==> src/rtl/seq_detect_param.sv <==
// seq_detect_param: serial bit-pattern detector with a runtime-loadable
// PAT_W-bit pattern, overlapping/non-overlapping detection, Mealy or Moore
// match timing and a saturating match counter.
//
// Stream qualifier: en is a bit-valid strobe with no back-pressure. A bit is
// consumed on every rising clk edge where en=1 and pat_load=0. When en=0 the
// data_stream value is ignored, and the history is held so that a partial
// match survives idle gaps. pat_load takes priority over en.
module seq_detect_param #(
  parameter int               PAT_W   = 4,
  parameter logic [PAT_W-1:0] PATTERN = 4'b1010,
  parameter int               CNT_W   = 8
) (
  input  logic             clk,
  input  logic             reset,
  input  logic             en,
  input  logic             data_stream,
  input  logic             overlap,
  input  logic             moore_mode,
  input  logic             pat_load,
  input  logic [PAT_W-1:0] pat_value,
  output logic             match,
  output logic [CNT_W-1:0] match_count
);

  localparam int               FILL_W   = $clog2(PAT_W);
  localparam logic [FILL_W-1:0] FILL_MAX = FILL_W'(PAT_W - 1);
  localparam logic [CNT_W-1:0]  CNT_MAX  = '1;

  // Registered state.
  logic [PAT_W-1:0]  pat_q;
  logic [PAT_W-2:0]  hist_q;   // most recent bits, LSB newest
  logic [FILL_W-1:0] fill_q;   // number of valid bits held in hist_q
  logic              match_q;
  logic [CNT_W-1:0]  cnt_q;

  // Next-state values.
  logic [PAT_W-1:0]  pat_d;
  logic [PAT_W-2:0]  hist_d;
  logic [FILL_W-1:0] fill_d;
  logic              match_d;
  logic [CNT_W-1:0]  cnt_d;

  // Window formed by the stored history plus the bit currently presented.
  logic [PAT_W-1:0] window;
  logic             hit;

  assign window = {hist_q, data_stream};
  assign hit    = en & ~pat_load & (fill_q == FILL_MAX) & (window == pat_q);

  // State register: asynchronous active-low clear of every piece of state.
  always_ff @(posedge clk or negedge reset) begin
    if (!reset) begin
      pat_q   <= PATTERN;
      hist_q  <= '0;
      fill_q  <= '0;
      match_q <= 1'b0;
      cnt_q   <= '0;
    end else begin
      pat_q   <= pat_d;
      hist_q  <= hist_d;
      fill_q  <= fill_d;
      match_q <= match_d;
      cnt_q   <= cnt_d;
    end
  end

  // Next-state logic: pattern load flushes everything, an enabled bit shifts
  // the window, a non-overlapping hit discards the history.
  always_comb begin
    pat_d   = pat_q;
    hist_d  = hist_q;
    fill_d  = fill_q;
    match_d = hit;
    cnt_d   = cnt_q;
    if (pat_load) begin
      pat_d  = pat_value;
      hist_d = '0;
      fill_d = '0;
      cnt_d  = '0;
    end else if (en) begin
      hist_d = window[PAT_W-2:0];
      if (hit && !overlap) begin
        fill_d = '0;
      end else if (fill_q == FILL_MAX) begin
        fill_d = FILL_MAX;
      end else begin
        fill_d = fill_q + FILL_W'(1);
      end
      if (hit && (cnt_q != CNT_MAX)) begin
        cnt_d = cnt_q + CNT_W'(1);
      end
    end
  end

  // Output logic: Moore uses the registered hit, Mealy the live one.
  always_comb begin
    match       = moore_mode ? match_q : hit;
    match_count = cnt_q;
  end

endmodule

==> config.mk <==
export PLATFORM = sky130hd
export DESIGN_NAME = seq_detect_param
export DESIGN_NICKNAME = d
export VERILOG_FILES = /design/src/rtl/seq_detect_param.sv
export SDC_FILE = /design/constraint.sdc
export NUM_CORES = 1
export LEC_CHECK = 0
export CAP_MARGIN = 10
export CORE_MARGIN = 3
export CORE_UTILIZATION = 64
export CTS_BUF_LIST = sky130_fd_sc_hd__clkbuf_2 sky130_fd_sc_hd__clkbuf_4 sky130_fd_sc_hd__clkbuf_8
export DETAILED_ROUTE_END_ITERATION = 8
export DONT_BUFFER_PORTS = 1
export PLACE_DENSITY_LB_ADDON = 0.2
export SYNTH_ARGS = -nofsm -noshare
export SYNTH_HDL_FRONTEND = slang
export SYNTH_SLANG_ARGS = --single-unit
export TNS_END_PERCENT = 1
==> constraint.sdc <==
create_clock -name clk -period 2 [get_ports clk]
set_clock_uncertainty 0.15 [all_clocks]
set_input_delay 0.2 -clock clk [delete_from_list [all_inputs] [get_ports clk]]
set_output_delay 0.2 -clock clk [all_outputs]
set_load 0.03 [all_outputs]
==> results summary <==
The worst hold path stage count is 2. For the pin with the worst max-slew slack, the measured transition is 0.844 ns. The cell depth of the worst setup path came out at 5. The part of the total power dissipated in the clock network came out at 32.2%. The synthesized netlist cell count came out at 87.

The worst hold path belongs to the class in -> reg. The areal power density over the cells came out at 592 nW/um^2. The count of endpoints failing setup in the final report is 1. The mean cell area of the mapped netlist came out at 11.0 sq um. The synthesized net count is 99.

Clock-pin slew was measured on the worst setup and hold paths at 0.10 ns. The cell type of the slowest stage on the worst timing path is dfstp_2. The ratio of cells with drive above 1 in the final layout is 30.6%. The global routing usage summed across all routing layers came out at 29.5%. The portion of the post-synthesis area used by sequential elements came out at 47.4%. During placement, the flow inserted port buffers numbering 0. The kind of critical path is reg -> out. The number of hold violations in the final report is 0.

Setup repair after global routing could not meet its margin everywhere. For this run, design rule violations remaining after detail routing come to 0. The net switching power figure is 181 uW. The die is 44.6 um wide. Wires add up to 2500 um. The max-capacitance violation count is 0. Once the floorplan was initialized, standard cells occupied 70.7% of the core.

At the end of the flow, the number of nets in the layout was 124. The number of distinct library cell variants in the gate-level netlist after synthesis is 35. The clock insertion delay at the later pin of the skew report came out at 0.30 ns.

By count the netlist is led by dfrtp_1 (16), nor2_1 (7), mux2_2 (5). TritonCTS built the clock tree. Setup slack on the critical path of the routed design comes to -0.00378 ns. The portion of total power attributed to sequential cells came out at 54.3%. The logic gate share of total power came out at 13.5%. The number of global-route vias before repair came out at 886. The post-synthesis async set-or-reset flop share came out at 100%. Using the TritonRoute via totals, the vias-per-cell ratio works out to 6.60.

The final standard cell utilization of the core is 90.2%. Internal power comes to 541 uW. Counting every sink on the clock net gives 18.

Subtracting the final worst setup slack from the clock period gives 2.00 ns. The largest driver fanout on the critical path came out at 6. The fraction of power spent switching nets is 25.0%.

The number of I/O pins is 20. The detailed-placement wirelength estimate came out at 1460 um. dfrtp_1 is the most common cell in the netlist. The maximum clock frequency came out at 499 MHz.

The worst setup path is captured at an output pin. In this run the most critical hold path is launched from pat_load. In this run the number of H-tree levels came out at 1. The worst voltage drop across the vdd grid is 0.467 mV.

By instance count, the cell type seen most on the critical path is buf_6. The run finished, with violations left. The total number of vias came out at 831. Entering global routing, the biggest net connects 19 pins. dfrtp_1 takes more of the synthesized area than any other cell. The number of antenna violations at the first check in global routing is 0. The area inside the core boundary is 1350 sq um.

The share of the clock period used by the worst path is 100%. The synthesized design contains 18 register bits. The area share of the leading cell type in the synthesized netlist is 41.9%. The mean routed wirelength per cell is 19.9 um.

The final estimated routing congestion in global placement is 0.882. Measured along the y axis, the die boundary spans 44.6 um. The number of diodes is 0.

The maximum count of clock buffers along a single path came out at 2. For this run, the leading register cell type out of synthesis is dfrtp_1. The relative slew slack is 43.5%.

The total congestion overflow is 0. Counting cells, the worst reg-to-reg path comes to 6. The worst register-to-register path begins at pat_q[3].

The number of flops mapped to enable cells by yosys is 0. The cell sitting at the root of the clock tree is a clkbuf_4. The required time at the worst-slack endpoint came out at 1.65 ns.

The data arrival time of the critical path is 1.65 ns. The iteration-0 DRC count of the detailed router is 34. The critical path buffer and inverter count is 2.

The wire length of the first global-routing pass is 4050 um. Yosys attributes the largest share of cell area to dfrtp_1 (42%), mux2_2 (5.9%), dfstp_2 (5.5%). The post-synthesis instance area came out at 955 sq um. The row count came out at 13. Traced cell by cell, the critical path runs through xnor2_1 -> nand3_2 -> buf_6 -> o31ai_4 -> buf_6. The critical path's largest stage delay came out at 0.55 ns. Buffers inserted during clock tree synthesis total 3.

STA classifies the critical path startpoint as a register. The static leakage came out at 0.000529 uW. In this design, the largest share of critical-path delay is due to flip-flops. The number of pins exceeding their max-slew limit in the final report came out at 0.

The Yosys step of the flow raised 0 warnings. The floorplan step defined a die boundary enclosing 1990 sq um. Total power for the finished layout comes to 721 uW. The number of search-and-repair iterations in the first detailed-routing pass came out at 6. The worst setup path startpoint is pat_q[3].

The number of nets still failing antenna checks after routing is 0. The checks that failed: setup timing. The growth of design area from synthesis to finish is 27.5%.
## sequential cells by signal, summed over array words and instances (netlist names)
register     flops
fill_q           2
hist_q           3
match_count      8
match_q          1
pat_q            4
## cells in the final DEF, fill, tap and decap left out, types with 2 or more instances in the layout
cell,count
nand2_1,4
buf_6,2
mux2_2,5
o211ai_1,2
inv_1,4
clkbuf_4,3
dfstp_2,2
or2_2,2
dfrtp_1,16
a211oi_1,3
xnor2_1,3
or3_1,2
mux2i_1,3
nor3_1,4
o21ai_0,2
nand3_1,3
a31o_1,4
nor2_1,7
dlygate4sd3_1,10
buf_4,11
## cell families after synthesis
family          count (synthesis)  share of synthesized area (%)
mux                             9                           10.2
xor+xnor                        4                           4.46
simple gates                   30                           17.8
buf+inv                         7                           3.28
flops                          18                           47.4
compound gates                 18                           15.5
fa+ha+maj                       1                           1.31
## what timing repair did
action | CTS | global route
resized for setup | 2 | 4
pin swaps | 1 | 1
endpoints found under the setup margin | 1 | 8
hold endpoints to repair | 29 | 0
hold buffers | 10 | 0
buffers inserted | 2 | 0
## power groups by stage
stage	logic [uW]	registers, uW	clock network [uW]
after floorplan	49.3	396	0
after global placement	53.7	397	0
after detailed placement	56.0	398	0
after CTS	93.2	391	230
after global routing	103	394	246
final	97.2	392	232
## worst reg2reg max path, delay by kind of cell (launching register included)
family,cells,cell delay (ns)
XOR/XNOR,1,0.13
buffers and inverters,2,0.29
flip-flops,1,0.55
multiplexers,1,0.34
AND/OR/NAND/NOR,2,0.42
## area by class of cell
type	instances	area (sq um)
timing repair buffer	23	205
sequential	18	453
tap	15	18.8
fill	60	133
inverter	4	15.0
clock buffer	4	36.3
multi-input combinational	62	489
## path summary, 6_finish.rpt
check                                 end  slack (ns)
max                                 match      -0.004
min                        match_count[2]        0.04
max reg2reg                match_count[6]        0.02
min reg2reg                      pat_q[0]        0.41
max in group asynchronous       hist_q[1]        0.89
min in group asynchronous         match_q        0.28
## layer usage
layer	global-route usage [%]	vias to the layer above	wire (um)
met2	49.0	44	1320
met5	0	-	0
met3	6.91	6	208
met1	35.7	408	940
met4	13.9	0	32
li1	-	373	-
## per-stage QoR
step                setup TNS, ns  hold slack [ns]  instances  setup slack [ns]  cell area [sq um]
finish                   -0.00378           0.0385        126          -0.00378               1220
global route              -0.0917           0.0250        126           -0.0551               1220
CTS                             0          0.00692        126          0.000753               1200
detailed placement              0           -0.245        110             0.150               1040
global placement                0           -0.245        110             0.189               1040
floorplan                       0           -0.246         87            0.0896                960
No activity file was read; power rests on OpenSTA's default activity.
